==> src/rtl/ej5_sweep_ctrl.sv <==
// ej5_sweep_ctrl: exhaustive-sweep sequencer for the ej5 three-input block.
// It steps {A,B,C} through all 2^K vectors and holds each one for
// SETTLE_CYCLES cycles so the combinational outputs can settle. It then
// compares every original function against its simplified twin, counts the
// failing vectors and captures the first failure.
//
// Start/done handshake: start is a level. It is sampled only while the
// controller is idle (IDLE or DONE). A high sample launches a sweep and
// clears the previous results on that same edge. busy stays high for the
// whole sweep. done stays high, with pass/err_count/first_err_* stable,
// until reset or the next accepted start.
`timescale 1ns/1ps

module ej5_sweep_ctrl #(
  parameter int K             = 3,
  parameter int NOUT          = 4,
  parameter int SETTLE_CYCLES = 1
) (
  input  logic            clk,
  input  logic            reset,
  input  logic            start,
  output logic [K-1:0]    abc,
  input  logic [NOUT-1:0] func_a,
  input  logic [NOUT-1:0] func_b,
  output logic            busy,
  output logic            done,
  output logic            pass,
  output logic [K:0]      err_count,
  output logic [K-1:0]    first_err_vec,
  output logic [NOUT-1:0] first_err_mask,
  output logic [1:0]      dbg_state
);

  // The settle counter only ever holds values 0..SETTLE_CYCLES-1.
  localparam int CW = (SETTLE_CYCLES > 1) ? $clog2(SETTLE_CYCLES) : 1;
  localparam logic [CW-1:0] RELOAD   = CW'(SETTLE_CYCLES - 1);
  localparam logic [K-1:0]  LAST_VEC = '1;

  typedef enum logic [1:0] {
    IDLE    = 2'd0,
    SETTLE  = 2'd1,
    COMPARE = 2'd2,
    DONE    = 2'd3
  } state_t;

  state_t          r_state;
  state_t          w_next;
  logic [CW-1:0]   r_cnt;
  logic [K-1:0]    r_abc;
  logic [K:0]      r_err_count;
  logic [K-1:0]    r_first_vec;
  logic [NOUT-1:0] r_first_mask;
  logic            r_pass;

  logic            w_start_sweep;
  logic [NOUT-1:0] w_mism;
  logic            w_hit;
  logic [K:0]      w_err_next;

  // Mismatch is only meaningful in COMPARE, once abc has settled.
  assign w_mism     = func_a ^ func_b;
  assign w_hit      = (r_state == COMPARE) && (w_mism != '0);
  assign w_err_next = r_err_count + {{K{1'b0}}, w_hit};

  // State register; reset wins over every transition.
  always_ff @(posedge clk) begin
    if (reset) r_state <= IDLE;
    else       r_state <= w_next;
  end

  // Next-state logic; a start accepted from IDLE or DONE launches a sweep.
  always_comb begin
    w_next        = r_state;
    w_start_sweep = 1'b0;
    case (r_state)
      IDLE, DONE: begin
        if (start) begin
          w_next        = SETTLE;
          w_start_sweep = 1'b1;
        end
      end
      SETTLE: begin
        if (r_cnt == '0) w_next = COMPARE;
      end
      COMPARE: begin
        if (r_abc == LAST_VEC) w_next = DONE;
        else                   w_next = SETTLE;
      end
      default: w_next = IDLE;
    endcase
  end

  // Datapath: vector stepping, settle timing, error bookkeeping.
  always_ff @(posedge clk) begin
    if (reset) begin
      r_abc        <= '0;
      r_cnt        <= '0;
      r_err_count  <= '0;
      r_first_vec  <= '0;
      r_first_mask <= '0;
      r_pass       <= 1'b0;
    end else if (w_start_sweep) begin
      r_abc        <= '0;
      r_cnt        <= RELOAD;
      r_err_count  <= '0;
      r_first_vec  <= '0;
      r_first_mask <= '0;
      r_pass       <= 1'b0;
    end else begin
      case (r_state)
        SETTLE: begin
          if (r_cnt != '0) r_cnt <= r_cnt - 1'b1;
        end
        COMPARE: begin
          if (w_hit) begin
            r_err_count <= w_err_next;
            if (r_err_count == '0) begin
              r_first_vec  <= r_abc;
              r_first_mask <= w_mism;
            end
          end
          // Terminal check comes before any increment, so abc never wraps.
          if (r_abc == LAST_VEC) begin
            r_pass <= (w_err_next == '0);
          end else begin
            r_abc <= r_abc + 1'b1;
            r_cnt <= RELOAD;
          end
        end
        default: ;
      endcase
    end
  end

  assign abc            = r_abc;
  assign busy           = (r_state == SETTLE) || (r_state == COMPARE);
  assign done           = (r_state == DONE);
  assign pass           = r_pass;
  assign err_count      = r_err_count;
  assign first_err_vec  = r_first_vec;
  assign first_err_mask = r_first_mask;
  assign dbg_state      = r_state;

endmodule

==> config.mk <==
export PLATFORM = sky130hd
export DESIGN_NAME = ej5_sweep_ctrl
export DESIGN_NICKNAME = d
export VERILOG_FILES = /design/src/rtl/ej5_sweep_ctrl.sv
export SDC_FILE = /design/constraint.sdc
export NUM_CORES = 1
export LEC_CHECK = 0
export ABC_AREA = 1
export BUFFER_PORTS_ARGS = -buffer_cell sky130_fd_sc_hd__buf_2
export CORE_ASPECT_RATIO = 2
export CORE_MARGIN = 8
export CORE_UTILIZATION = 35
export DETAILED_ROUTE_END_ITERATION = 7
export PLACE_DENSITY = 0.66
export SYNTH_ARGS = -nofsm -noshare
export SYNTH_HDL_FRONTEND = slang
export SYNTH_SLANG_ARGS = --single-unit
==> constraint.sdc <==
create_clock -name clk -period 2.8 [get_ports clk]
set_input_delay 0.28 -clock clk [delete_from_list [all_inputs] [get_ports clk]]
set_output_delay 0.28 -clock clk [all_outputs]
set_load 0.01 [all_outputs]
======== After elaboration in Yosys (flattened, before gate mapping) ========
Index checks and enable logic that the tools add are counted.
storage, ports and cells
  register bits after elaboration ......... 18
  bits of input ports ..................... 11
operators by class
  add/sub/neg operators ................... 3
  equal/unequal tests ..................... 7
  multiplexer cells ....................... 9
  bitwise logic cells ..................... 2
  reduce and logical (&&, ||, !) cells .... 15
operators by type and width
  operator             number
  $reduce_and 2->1     5
  $logic_not 4->1      2
  $mux 2               3
  $ne 2x2->1 const B   3
  $pmux 2 s3           1
  $add 4x1->4          1
  $eq 2x2->1 const B   2
  $mux 1               4
  $reduce_bool 4->1    1
  $reduce_or 2->1      2
  $xor 4x4->4          1
  $add 3x1->3 const B  1
  $eq 3x3->1 const B   1
  $reduce_and 3->1     1
  $eq 2x1->1 const B   1
  $logic_not 2->1      1
  $pmux 1 s2           1
  $reduce_bool 2->1    1
  $logic_and 1x1->1    1
  $logic_or 1x1->1     1
  $not 1->1            1
  $sub 1x1->1 const B  1

======== Longest topological paths before layout ========
Gate-level depths: netlist (run 1).
  depth after elaboration ................. 5
  gate-level depth with buffers ........... 13
  gate-level depth less buffers ........... 13

======== Worst setup path after synthesis (run 1) ========
OpenSTA, ideal clock, no wires.
  path kind ............................... reg-to-reg
  start ................................... register r_state[0] (netlist: dbg_state[0])
  end ..................................... register r_pass (netlist: pass)
  library setup time ...................... 0.070 ns
  arrival ................................. 1.710 ns
  required time ........................... 2.730 ns
  path slack .............................. 1.020 ns
  stages on the path, launching flop included .. 11
  cells stage by stage .................... dfxtp_1 > inv_1 > ha_1 > nand2_2 > inv_2 > ha_1 > ha_1 > xor2_1 > nor3_1 > nand2_1 > a21oi_1
between the ends
  cells in the longest elaborated chain, start to end .. 4
  elaborated cells on any way between the ends .. 10
ends and longest elaborated chain
  what                                                  line     RTL
  from (decl)                                           46       state_t r_state;
  from (signal assigned)                                68       else r_state <= w_next;
  $eq 2x2->1, or another cell as far along              62, 110
  $logic_and 1x1->1 or $reduce_or 2->1 (tied branches)  62, 75
  $add 4x1->4 or $mux 1 (tied branches)                 63, 75
  $logic_not 4->1 or $reduce_or 2->1 (tied branches)    -
  to (signal assigned)                                  124      r_pass <= (w_err_next == '0);
  to (decl)                                             53       logic r_pass;
Parallel ways exist; a longest one is shown, timed or not.
A chain may end at the register's enable or synchronous reset.

======== Final worst setup path (run 1) ========
Same ends and word-level chain as after synthesis.

==> metrics.md, run 1 <==
| Metric | Value |
|---|---|
| First-pass iteration count of the detailed router | `4` |
| Via/cell ratio | `4.64` |
| # hold bufs at CTS | `0` |
| ANT cells | `0` |
| Hold WS | `0.204 ns` |
| Synth Register Bits | `17` |
| Nets | `187` |
| Max-slew violation count | `0` |
| I/O pins | `30` |
| Vias in the first global route | `916` |
| Hold Path Depth | `2` |
| Core area | `2540 µm²` |
| Initial core utilization | `36.8%` |
| DRT antenna net count | `0` |
| Total die area | `4680 µm²` |
| Area growth syn-to-layout | `22.8%` |
| Setup violations, final | `0` |
| Status | `complete, no violations` |
| RD Place Congestion | `0.966` |
| Ys Warns | `0` |
| Worst-skew pair later-pin latency | `0.25 ns` |
| Critical R2R Launch | `dbg_state[0]` |
| Share of post-route cells with drive strength above 1 | `28.6%` |
| Req. time, crit path | `2.99 ns` |
| Cell variety after synth | `18` |
| Leading area contributor after synthesis | `dfxtp_1` |
| Ys async rst share | `0%` |
| GRT Total Usage | `9.87%` |
| Post-Route WL | `2.08 mm` |
| Hold Path Class | `input pin to register` |
| Setup TNS Final | `0 ns` |
| Maximum VDD drop | `0.366 mV` |
| R2r setup slk | `0.89 ns` |
| Routed len/inst | `10.6 µm` |
| Initial antenna violation count | `0` |
| Layout Utilization | `45.2%` |
| PostCTS Resize Cnt | `0` |
| CTS H-Tree Depth | `1` |
| Maxcap violations | `0` |
| Syn nets | `154` |
| Least-Margin Pin Slew | `0.222 ns` |
| Post-CTS setup buffers | `0` |
| Worst-path clk slew | `0.06 ns` |
| Top cell type's share of synthesized area | `36.4%` |
| Path depth of the worst reg2reg path | `10` |
| CTS Root Cell | `clkbuf_8` |
| CP startpoint kind | `register` |
| FMAX | `0.524 GHz` |
| Mapped Cells | `136` |
| Sink Count | `17` |
| Clock Tree Buf Depth | `2` |
| LEAKAGE | `0.000690 µW` |
| EDFF count, synth | `0` |
| Post-synth top cells | `nor2_1 (29), nand2_1 (28), inv_1 (22)` |
| Final hold vios | `0` |
| Global-route wire length before repair | `3.57 mm` |
| Tcrit/Tclk final | `68.1%` |
| Fin crit period | `1.91 ns` |
| Worst R2R End | `pass` |
| IO buf count | `29` |
| Slew headroom | `85.2%` |
| Sequential share of the synthesized area | `36.4%` |
| CTS Buf Count | `3` |
| Overall Power | `567 µW` |
| Remaining global-route overflow | `0` |
| Crit Path Class | `register to register` |
| RSZ-0062 raised after global routing | `false` |
| Rows | `26` |
| Worst Path Max Fanout | `5` |
| Synth top area cells | `dfxtp_1 (36%), nor2_1 (12%), nand2_1 (11%)` |
| Die W | `52.5 µm` |
| CTS tree | `done` |
| Avg Synthesized Cell Area | `6.87 µm²` |
| Largest net degree at the start of global routing | `16` |
| Vert. Die Dim | `89.1 µm` |
| Via count | `909` |
| Detailed Route Iter0 Violations | `13` |
| WHS Endpoint | `dbg_state[1]` |
| Top_reg_cell synth | `dfxtp_1` |
| Pwr/cell area | `494 nW/µm²` |
| Hold Startpoint | `reset` |
| CP arrival | `2.09 ns` |
| Dpl hpwl | `1.70 mm` |
| Clock Skews | `0.00159 ns` |
| Critical Path Sink Type | `register` |
| DRC violations left | `0` |
| Most common cell in the synthesized netlist | `nor2_1` |
| Mapped cell area | `935 µm²` |
## where the power goes
part | total, µW | internal [µW] | switching [µW]
Combinational | 119 | 46.3 | 72.3
Sequential | 265 | 254 | 10.9
Clock | 183 | 101 | 82.4
Total | 567 | 401 | 166
## metrics by stage
step | instance area (µm²) | std cells | setup WS [ns]
2_1_floorplan | 935 | 136 | 1.02
3_3_place_gp | 1100 | 192 | 0.963
3_5_place_dp | 1100 | 192 | 0.881
4_1_cts | 1150 | 196 | 0.887
5_1_grt | 1150 | 196 | 0.653
6_report | 1150 | 196 | 0.893
## how the worst max path moves through the flow
stage	startpoint	to	slack (ns)	cells after the start
global placement	func_b[3]	pass	0.96	13
floorplan	dbg_state[0]	pass	1.02	10
detailed placement	func_b[3]	pass	0.88	13
CTS	dbg_state[0]	pass	0.89	10
finish	dbg_state[0]	pass	0.89	10
global route	dbg_state[0]	pass	0.65	10
## layout make-up
type	count	area, µm²
Clock buffer	4	45.0
Fill cell	279	1390
Inverter	24	90.1
Multi-Input combinational cell	93	484
Sequential cell	17	340
Tap cell	28	35.0
Timing Repair Buffer	30	153
## cells by family (layout without fill, tap and decap cells)
logic type,after synthesis,count (layout),synth area share (%)
xor gates and xnor gates,2,2,1.87
AOI/OAI and AO/OA,12,12,6.69
buffers and inverters,26,58,11.8
adders and majority gates,7,7,9.37
DFF,17,17,36.4
and+or+nand+nor,72,72,33.9
## critical path, cell delays in order, from the launching register on
cell and delay [ns]:
dfxtp_1 0.38, inv_1 0.08, ha_1 0.28, nand2_2 0.15, inv_2 0.07, ha_1 0.20, ha_1 0.20, xor2_1 0.16
nor3_1 0.14, nand2_1 0.07, a21oi_1 0.12
## per-layer routing
layer  wire, µm  part of all wire [%]  track usage [%]
met1        787                    38             9.35
met2       1080                    52             16.4
met3        162                   7.8             3.00
met4         51                   2.4             8.53
met5          0                     0                0
## sequential cells by signal, summed over array words and instances (netlist names)
| signal | flops |
|---|---|
| err_count | 4 |
| first_err_mask | 4 |
| abc | 3 |
| first_err_vec | 3 |
| dbg_state | 2 |
| pass | 1 |
## layout by cell type, fill, tap and decap left out
master / netlist / final
inv_1: 22 / 22
xor2_1: 2 / 2
buf_4: 0 / 1
nand3_1: 1 / 1
nor2_2: 6 / 6
o21ai_0: 5 / 5
ha_1: 7 / 7
dfxtp_1: 17 / 17
nand2_1: 28 / 28
nor2_1: 29 / 29
clkbuf_1: 0 / 1
nor3_1: 1 / 1
a211oi_1: 1 / 1
a21oi_1: 4 / 4
nand3_4: 1 / 1
clkbuf_8: 0 / 3
o21ai_1: 2 / 2
inv_2: 2 / 2
nand2_2: 6 / 6
buf_2: 1 / 29
(Power assumes the default switching activity.)
==> run 2: changes to the inputs <==
--- a/config.mk
+++ b/config.mk
@@ -11,7 +11,7 @@
 export CORE_MARGIN = 8
 export CORE_UTILIZATION = 35
 export DETAILED_ROUTE_END_ITERATION = 7
-export PLACE_DENSITY = 0.66
+export PLACE_DENSITY = 0.68
 export SYNTH_ARGS = -nofsm -noshare
 export SYNTH_HDL_FRONTEND = slang
 export SYNTH_SLANG_ARGS = --single-unit
==> constraint.sdc (replaced) <==
create_clock -name clk -period 1.6 [get_ports clk]
set_input_delay 0.16 -clock clk [delete_from_list [all_inputs] [get_ports clk]]
set_output_delay 0.16 -clock clk [all_outputs]
set_load 0.01 [all_outputs]
==> metrics.md, run 2 (same netlist as run 1, synthesis figures left out) <==
| Metric | Value |
|---|---|
| Fin crit period | `1.48 ns` |
| Core area | `2540 µm²` |
| Initial core utilization | `36.8%` |
| FMAX | `0.676 GHz` |
| Post-Route WL | `2.10 mm` |
| Status | `complete, no violations` |
| Fillers | `258` |
| Remaining global-route overflow | `0` |
| Worst-path clk slew | `0.06 ns` |
| RD Place Congestion | `0.909` |
| Total die area | `4680 µm²` |
| Hold Path Class | `input pin to register` |
| Maximum VDD drop | `0.621 mV` |
| Register area | `344 µm²` |
| Tcrit/Tclk final | `92.4%` |
| RSZ-0062 raised after global routing | `false` |
| Via/cell ratio | `4.50` |
| CTS tree | `done` |
| Routed len/inst | `10.3 µm` |
| Global-route wire length before repair | `3.74 mm` |
| Vert. Die Dim | `89.1 µm` |
| Dpl hpwl | `1.76 mm` |
| I/O pins | `30` |
| Detailed Route Iter0 Violations | `5` |
| Setup violations, final | `0` |
| Multi-input gate area | `534 µm²` |
| R2r setup slk | `0.12 ns` |
| Nets | `194` |
| Req. time, crit path | `1.78 ns` |
| DRT antenna net count | `0` |
| Slew headroom | `83.0%` |
| LEAKAGE | `0.000720 µW` |
| Initial antenna violation count | `0` |
| Vias in the first global route | `977` |
| Via count | `913` |
| Sink Count | `17` |
| ANT cells | `0` |
| Maxcap violations | `0` |
| DRC violations left | `0` |
| Most frequent cells in the layout | `nor2_1 (29), buf_2 (29), nand2_1 (28)` |
| CTS Buf Count | `3` |
| Setup TNS Final | `0 ns` |
| CP startpoint kind | `register` |
| Placed cells | `198` |
| Clock Tree Buf Depth | `2` |
| Hold WS | `0.102 ns` |
| Clock Skews | `0.00181 ns` |
| Critical Path Sink Type | `register` |
| First-pass iteration count of the detailed router | `3` |
| Least-Margin Pin Slew | `0.254 ns` |
| Crit Path Class | `register to register` |
| CP arrival | `1.66 ns` |
| Die W | `52.5 µm` |
| Pwr/cell area | `816 nW/µm²` |
| Rows | `26` |
| Share of post-route cells with drive strength above 1 | `35.4%` |
| Max-slew violation count | `0` |
| Worst-skew pair later-pin latency | `0.25 ns` |
| Largest net degree at the start of global routing | `16` |
| GRT Total Usage | `9.78%` |
| Final instance count without filler cells | `203` |
| IO buf count | `29` |
| Final hold vios | `0` |
| Worst Path Max Fanout | `2` |
| CTS H-Tree Depth | `1` |
| CTS Root Cell | `clkbuf_8` |
| Area growth syn-to-layout | `34.1%` |
==> run 2: critical path: stages (launching register included) <==
cell     delay (ns)
dfxtp_4        0.34
inv_2          0.04
ha_4           0.15
nand2_2        0.06
inv_2          0.05
ha_4           0.16
ha_4           0.16
xor2_2         0.15
nor3_2         0.10
nand2_1        0.06
a21oi_1        0.13
==> run 2: layout make-up <==
class	count	area share [%]
Clock buffer	4	3.59
Tap cell	28	2.79
Multi-Input combinational cell	93	42.6
Timing Repair Buffer	37	16.4
Inverter	24	7.19
Sequential cell	17	27.4
==> run 2: through the flow <==
step	util (%)	total power [µW]	setup slack [ns]	cell area, µm²
final	49.4	1020	0.121	1250
after global routing	49.4	1090	0.00999	1250
after CTS	48.1	1030	0.0239	1220
after detailed placement	45.9	708	-0.120	1160
after global placement	45.9	699	-0.0574	1160
after floorplan	-	624	0.0101	951
==> run 2: per-layer routing <==
layer	vias to the layer above	track usage (%)	part of all wire [%]	wire length (µm)
met5	-	0	0	0
met4	0	4.27	1.5	31
met3	4	1.83	5.7	120
met2	22	19.5	57	1200
met1	404	8.69	36	750
li1	483	-	-	-
==> run 2: where the power goes <==
part | total (µW) | internal [µW] | switching, µW
sequential | 463 | 446 | 17.4
combinational | 244 | 107 | 138
clock | 316 | 176 | 140
==> run 2: timing repair <==
item	4_1_cts	5_1_grt
pin swaps	1	2
setup buffers	1	0
hold buffers	0	0
endpoints found under the setup margin	1	2
resized for setup	2	4
==> run 2: final timing paths <==
check / from / to / depth (start not counted)
max: dbg_state[0] / pass / 10
min: reset / dbg_state[1] / 2
max reg2reg: dbg_state[0] / pass / 10
min reg2reg: first_err_vec[0] / first_err_vec[0] / 4
